--- src/rtl/muldiv_sched.sv ---
// Arbitration and sequencing for the shared multiply/divide unit in the dual-issue execute stage.
// Lane 1 is served first; results are captured per lane and held until the bundle advances.
module muldiv_sched #(
  parameter int unsigned MUL_CYCLES = 2,
  parameter int unsigned DIV_CYCLES = 32
) (
  input  logic        clk,
  input  logic        resetn,
  input  logic        flush,
  input  logic        advance,
  input  logic [1:0]  req,
  input  logic [1:0]  op1,
  input  logic [1:0]  op0,
  input  logic [31:0] srca1,
  input  logic [31:0] srcb1,
  input  logic [31:0] srca0,
  input  logic [31:0] srcb0,
  output logic        mdu_start,
  output logic [1:0]  mdu_op,
  output logic [31:0] mdu_srca,
  output logic [31:0] mdu_srcb,
  output logic        mdu_abort,
  input  logic [31:0] mdu_hi,
  input  logic [31:0] mdu_lo,
  output logic [31:0] hi1,
  output logic [31:0] lo1,
  output logic [31:0] hi0,
  output logic [31:0] lo0,
  output logic [1:0]  done,
  output logic        finish,
  output logic        busy
);

  localparam int unsigned MaxCycles = (MUL_CYCLES > DIV_CYCLES) ? MUL_CYCLES : DIV_CYCLES;
  localparam int unsigned CntW      = $clog2(MaxCycles + 1);
  localparam logic [CntW-1:0] MulLat = CntW'(MUL_CYCLES);
  localparam logic [CntW-1:0] DivLat = CntW'(DIV_CYCLES);

  typedef enum logic [1:0] {StIdle, StStart, StWait, StHold} state_e;

  state_e            state_q, state_d;
  logic              g_q, g_d;
  logic [CntW-1:0]   cnt_q, cnt_d;
  logic [CntW-1:0]   lat_q, lat_d;
  logic [1:0]        done_q, done_d;
  logic [31:0]       hi1_q, hi1_d, lo1_q, lo1_d, hi0_q, hi0_d, lo0_q, lo0_d;

  logic [1:0]        op_g;
  logic [31:0]       srca_g, srcb_g;

  always_comb begin
    op_g   = g_q ? op1   : op0;
    srca_g = g_q ? srca1 : srca0;
    srcb_g = g_q ? srcb1 : srcb0;
  end

  always_comb begin
    state_d   = state_q;
    g_d       = g_q;
    cnt_d     = cnt_q;
    lat_d     = lat_q;
    done_d    = done_q;
    hi1_d     = hi1_q;
    lo1_d     = lo1_q;
    hi0_d     = hi0_q;
    lo0_d     = lo0_q;
    mdu_start = 1'b0;
    mdu_op    = 2'b00;
    mdu_srca  = 32'h0;
    mdu_srcb  = 32'h0;

    case (state_q)
      StIdle: begin
        // Clearing here covers bundles that never requested the MDU
        if (advance) done_d = 2'b00;
        if (req[1] & ~done_q[1]) begin
          g_d     = 1'b1;
          state_d = StStart;
        end else if (req[0] & ~done_q[0]) begin
          g_d     = 1'b0;
          state_d = StStart;
        end
      end
      StStart: begin
        mdu_start = 1'b1;
        mdu_op    = op_g;
        mdu_srca  = srca_g;
        mdu_srcb  = srcb_g;
        lat_d     = op_g[1] ? DivLat : MulLat;
        cnt_d     = CntW'(1);
        state_d   = StWait;
      end
      StWait: begin
        if (cnt_q == lat_q) begin
          if (g_q) begin
            hi1_d     = mdu_hi;
            lo1_d     = mdu_lo;
            done_d[1] = 1'b1;
          end else begin
            hi0_d     = mdu_hi;
            lo0_d     = mdu_lo;
            done_d[0] = 1'b1;
          end
          // Lane 0 starts straight after lane 1 completes, no idle gap
          if (g_q & req[0] & ~done_q[0]) begin
            g_d     = 1'b0;
            state_d = StStart;
          end else begin
            state_d = StHold;
          end
        end else begin
          cnt_d = cnt_q + 1'b1;
        end
      end
      StHold: begin
        if (advance) begin
          done_d  = 2'b00;
          state_d = StIdle;
        end
      end
      default: state_d = StIdle;
    endcase

    if (flush) begin
      state_d   = StIdle;
      done_d    = 2'b00;
      cnt_d     = '0;
      hi1_d     = hi1_q;
      lo1_d     = lo1_q;
      hi0_d     = hi0_q;
      lo0_d     = lo0_q;
      mdu_start = 1'b0;
    end
  end

  always_ff @(posedge clk or negedge resetn) begin
    if (!resetn) begin
      state_q <= StIdle;
      g_q     <= 1'b0;
      cnt_q   <= '0;
      lat_q   <= '0;
      done_q  <= 2'b00;
      hi1_q   <= 32'h0;
      lo1_q   <= 32'h0;
      hi0_q   <= 32'h0;
      lo0_q   <= 32'h0;
    end else begin
      state_q <= state_d;
      g_q     <= g_d;
      cnt_q   <= cnt_d;
      lat_q   <= lat_d;
      done_q  <= done_d;
      hi1_q   <= hi1_d;
      lo1_q   <= lo1_d;
      hi0_q   <= hi0_d;
      lo0_q   <= lo0_d;
    end
  end

  assign busy      = (state_q == StStart) || (state_q == StWait);
  assign mdu_abort = flush & busy;
  assign finish    = (~req[1] | done_q[1]) & (~req[0] | done_q[0]);
  assign done      = done_q;
  assign hi1       = hi1_q;
  assign lo1       = lo1_q;
  assign hi0       = hi0_q;
  assign lo0       = lo0_q;

endmodule

--- config.mk ---
export PLATFORM = sky130hd
export DESIGN_NAME = muldiv_sched
export DESIGN_NICKNAME = d
export VERILOG_FILES = /design/src/rtl/muldiv_sched.sv
export SDC_FILE = /design/constraint.sdc
export NUM_CORES = 1
export LEC_CHECK = 0
export CAP_MARGIN = 10
export CORE_AREA = 4 4 154 156
export CTS_CLUSTER_SIZE = 12
export DETAILED_ROUTE_END_ITERATION = 10
export DIE_AREA = 0 0 158 160
export GPL_TIMING_DRIVEN = 0
export PLACE_DENSITY_LB_ADDON = 0.12
export SLEW_MARGIN = 20
export SYNTH_ARGS = -nofsm -noshare
export SYNTH_HDL_FRONTEND = slang
export SYNTH_SLANG_ARGS = --single-unit
--- constraint.sdc ---
create_clock -name clk -period 5.9 [get_ports clk]
set_input_delay 1.18 -clock clk [delete_from_list [all_inputs] [get_ports clk]]
set_output_delay 1.18 -clock clk [all_outputs]
set_load 0.03 [all_outputs]
### Word level (Yosys, flattened, before mapping)

Index checks and enable logic that the tools add are counted.

| word-level totals | value |
|---|---|
| register bits | 145 |
| bits in latches | 0 |
| bits in writable memories | 0 |
| memory bits (read-only) | 0 |
| input bits | 202 |
| output and inout bits | 200 |
| logic and storage cells | 81 |
| memories | 0 |

| cells by class | value |
|---|---|
| add/sub/neg operators | 1 |
| multiply operators | 0 |
| div/mod/pow operators | 0 |
| magnitude comparators | 0 |
| equality and inequality tests | 14 |
| shift operators | 0 |
| muxes and demuxes | 29 |
| bitwise logic cells | 14 |
| reduce and logical (&&, ||, !) cells | 13 |

Operator list:

| cell | number |
|---|---|
| $mux 32 | 4 |
| $mux 2 | 10 |
| $reduce_and 4->1 | 5 |
| $mux 6 | 3 |
| $ne 3x3->1 const B | 6 |
| $pmux 6 s2 | 1 |
| $mux 1 | 8 |
| $pmux 2 s4 | 1 |
| $add 6x1->6 const B | 1 |
| $and 1x1->1 | 6 |
| $eq 6x6->1 | 1 |
| $not 1->1 | 6 |
| $reduce_bool 3->1 | 2 |
| $eq 2x2->1 const B | 2 |
| $ne 2x2->1 const B | 2 |
| $ne 4x4->1 const B | 1 |
| $pmux 2 s2 | 1 |
| $ne 3x1->1 const B | 1 |
| $reduce_and 3->1 | 1 |
| $eq 2x1->1 const B | 1 |
| $logic_not 2->1 | 1 |
| $or 1x1->1 | 2 |
| $pmux 1 s2 | 1 |
| $reduce_and 2->1 | 1 |
| other kinds (3) | 3 |

### Depth between registers and ports, before layout

| logic depth | value |
|---|---|
| depth after elaboration | 6 |
| depth in mapped cells | 7 |

### Worst setup path before layout

Ideal clock, no wire load.

| timing path | value |
|---|---|
| kind | input-to-output |
| from | input port flush |
| to | output port mdu_start |
| data arrival time | 1.816 ns |
| data required time | 4.720 ns |
| setup slack | 2.904 ns |
| stages | 2 |
| cell sequence | clkbuf_1 -> nor2b_1 |

| on the way | value |
|---|---|
| cells in the longest elaborated chain, start to end | 1 |

Ends and longest elaborated chain:

| element | line | source |
|---|---|---|
| from (decl) | 9 | `input logic flush,` |
| $mux 1 | 124 | `if (flush) begin` |
| to (decl) | 18 | `output logic mdu_start,` |

No other way between the ends.

### Final worst setup path

| timing path | value |
|---|---|
| from | register g_q |
| to | output port mdu_srca[30] |

| on the way | value |
|---|---|
| cells in the longest elaborated chain, start to end | 2 |

Ends and longest elaborated chain:

| element | line | source |
|---|---|---|
| from (decl) | 42 | `logic g_q, g_d;` |
| from (signal assigned) | 149 | `g_q <= g_d;` |
| $mux 32 | 53 | `srca_g = g_q ? srca1 : srca0;` |
| $mux 32 | 72 | `case (state_q)` |
| to (decl) | 20 | `output logic [31:0] mdu_srca,` |

No other way between the ends.

==> flow_metrics.env <==
export IMPL_status="finished, final reports clean"
export IMPL_gp_congestion=0.750
export IMPL_hold_violations=0
export IMPL_cts_tree="done"
export IMPL_grt_usage_pct=17.4
export IMPL_worstSetupEndpointType="primary output"
export IMPL_regArea_sq_um=3530
export IMPL_clk_pin_slew_ns=0.06
export IMPL_cts_resized_gates=0
export IMPL_slew_viol_final=0
export IMPL_synth_async_reset_ratio_pct=100
export IMPL_finalSetupViolCount=0
export IMPL_fin_util_pct=52.5
export IMPL_drc=0
export IMPL_ir_worst_vdd_uv=234
export IMPL_die_area_sq_um=25300
export IMPL_via_count=5532
export IMPL_syn_inst=511
export IMPL_crit_top_cell="clkbuf_1"
export IMPL_grt_pass1_wl_mm=34.0
export IMPL_rows=55
export IMPL_initial_core_util_pct=30.2
export IMPL_yosysMostFrequentCell="dfrtp_1"
export IMPL_synthesis_area_sq_um=6760
export IMPL_drive_gt1_share_pct=19.2
export IMPL_post_cts_repair_setup_buffers=0
export IMPL_synth_top_area_cell="dfrtp_1"
export IMPL_cts_hold_fix_buffers=0
export IMPL_period_needed_ns=4.09
export IMPL_ys_top_cells_by_count="dfrtp_1 (141), mux2_2 (126), nor2b_1 (67), mux2i_1 (66), clkbuf_1 (12)"
export IMPL_syn_area_per_cell_sq_um=13.2
export IMPL_critPathBufInv=3
export IMPL_synthDistinctLibCells=40
export IMPL_pin_count=402
export IMPL_place_hpwl_mm=18.2
export IMPL_dr_pass1_iters=4
export IMPL_path_cells="clkbuf_1 > clkbuf_1 > mux2i_1 > nor2b_1 > clkdlybuf4s50_1"
export IMPL_p_leak_nw=5.38
export IMPL_clk_latency_ns=0.42
export IMPL_synth_top_area_share_pct=52.2
export IMPL_coreArea_sq_um=22400
export IMPL_syn_to_final_growth_pct=73.8
export IMPL_cp_required_ns=4.72
export IMPL_relSlewSlack_pct=51.1
export IMPL_ys_top_cells_by_area="dfrtp_1 (52%), mux2_2 (21%), mux2i_1 (9.8%)"
export IMPL_maxCapViolCount=0
export IMPL_cp_slowest_stage_delay_ns=0.72
export IMPL_routed_wl_mm=22.9
export IMPL_ys_ff_latch=141
export IMPL_dpl_cell_area_sq_um=11200
export IMPL_critical_path_class="reg2out"
export IMPL_ys_warn_count=0
export IMPL_numClockSinks=141
export IMPL_die_w_um=158
export IMPL_grt_pass1_vias=5832
export IMPL_worst_pin_slew_ns=0.734
export IMPL_critPathArrivalTime_ns=2.91
export IMPL_clockBufferDepth=2
export IMPL_first_iter_violations=158
export IMPL_avgViaCountPerCell=4.49
export IMPL_fmax_mhz=244
export IMPL_synth_edf_count=0
export IMPL_ant_nets=0
export IMPL_wl_per_cell_um=18.6
export IMPL_multi_input_area_sq_um=3020
export IMPL_syn_nets=719
export IMPL_synth_top_flop_cell="dfrtp_1"
export IMPL_fin_nets=1139
export IMPL_die_h_um=160
export IMPL_port_buffers=400
export IMPL_cts_buffers=17
export IMPL_grt_max_degree=85
export IMPL_h_tree_depth=4
export IMPL_ctsRootBufferMaster="clkbuf_16"
export IMPL_cp_start_kind="flop"
export IMPL_fin_crit_sh_pct=69.4
export IMPL_holdCritPathClass="reg2reg"
export IMPL_fin_area_sq_um=11700
export IMPL_seq_area_frac_synth_pct=52.2
export IMPL_path_max_fanout=10
export IMPL_skew_ns=0.0205
export IMPL_p_per_area_nw_per_um2=460
export IMPL_grt_ovfl_total=0
export IMPL_slowest_stage="clkdlybuf4s50_1"
export IMPL_nFillCells=2022
export IMPL_path_delay_family="buffers and inverters"
export IMPL_rsz0062_at_grt="false"
export IMPL_antenna_found_initial=4
-- placed cells by master (no fill, tap or decap), drive strengths merged, types with 2 or more instances in the layout --
master / Yosys / layout
xnor2: 2 / 2
a21oi: 6 / 6
diode: 0 / 4
mux2i: 66 / 66
o22ai: 2 / 2
a32oi: 2 / 2
buf: 19 / 21
a21o: 2 / 2
clkbuf: 12 / 30
nor2b: 67 / 67
nand2b: 2 / 2
dfrtp: 141 / 141
nand4: 2 / 2
and2: 2 / 2
mux2: 130 / 130
nand2: 5 / 5
nor3: 3 / 3
clkinvlp: 0 / 3
nand3: 5 / 5
o21ai: 5 / 5
and3: 2 / 2
clkdlybuf4s50: 0 / 399
inv: 9 / 15
ha: 6 / 6
nor2: 9 / 9
clkinv: 0 / 4
-- worst reg2reg max path: stages (launching register included) --
cell	delay (ns)
dfrtp_1	0.46
nor4_4	0.35
nand3_2	0.25
nor3_4	0.63
buf_6	0.26
mux2_2	0.36
-- per-stage QoR --
stage / worst slack, ns / total power [W] / setup TNS (ns) / std cells / hold WS [ns]
after floorplan: 2.90 / 0.00312 / 0 / 511 / 0.480
after global placement: -2.46 / 0.00439 / -345.46 / 1196 / 0.468
after detailed placement: 2.08 / 0.00439 / 0 / 1197 / 0.481
after CTS: 1.67 / 0.00548 / 0 / 1229 / 0.495
after global routing: 1.62 / 0.00568 / 0 / 1233 / 0.510
final: 1.81 / 0.00540 / 0 / 1233 / 0.492
-- routing by layer --
layer	global-route usage (%)	up-vias	wire [um]
met5	0	-	0
met4	6.71	0	382
met1	19.2	2650	8750
li1	-	2642	-
met2	29.8	220	11500
met3	7.24	20	2330
-- flip-flops by register name (all words and copies together) (netlist names) --
| register | count |
|---|---|
| cnt_q | 6 |
| done | 2 |
| lat_q | 2 |
| lo1 | 32 |
| g_q | 1 |
| hi0 | 32 |
| hi1 | 32 |
| lo0 | 32 |
| state_q | 2 |
-- area by class of cell --
class / instances / share of cell area (%)
Tap cell: 285 / 3.04
Timing Repair Buffer: 401 / 34.4
Multi-Input combinational cell: 330 / 25.7
Antenna cell: 4 / 0.0852
Clock buffer: 18 / 3.65
Clock inverter: 14 / 1.32
Buffer: 31 / 1.49
Inverter: 9 / 0.288
Sequential cell: 141 / 30.0
-- power by group --
part | internal [W] | switching (W) | total, W
clock network | 0.000598 | 0.000453 | 0.00105
registers | 0.00126 | 0.000152 | 0.00142
logic | 0.00133 | 0.00160 | 0.00293
-- final timing paths --
| kind | endpoint | slack, ns | cells past startpoint | startpoint |
|---|---|---|---|---|
| worst max register to register | lo0[16] | 3.47 | 5 | cnt_q[2] |
| worst max-delay path | mdu_srca[30] | 1.81 | 5 | g_q |
| min in group asynchronous | lo1[24] | 0.67 | 1 | resetn |
| worst min register to register | lo0[11] | 0.49 | 1 | lo0[11] |
| worst min-delay path | lo0[11] | 0.49 | 1 | lo0[11] |
| max in group asynchronous | cnt_q[5] | 4.42 | 2 | resetn |
-- cells by family (layout without fill, tap and decap cells) --
| family | count (synthesis) | in the layout | synth area share (%) |
|---|---|---|---|
| multiplexers | 196 | 196 | 31.4 |
| flip-flops | 141 | 141 | 52.2 |
| AND/OR/NAND/NOR | 99 | 99 | 9.14 |
| buffers and inverters | 40 | 473 | 3.09 |
| AO/OA/AOI/OAI | 26 | 26 | 2.65 |
| adder cells (fa/ha/maj) | 6 | 6 | 1.11 |
| XOR/XNOR | 3 | 3 | 0.389 |
| other | 0 | 4 | 0 |
Note: power is estimated with default switching activity, not from simulation.
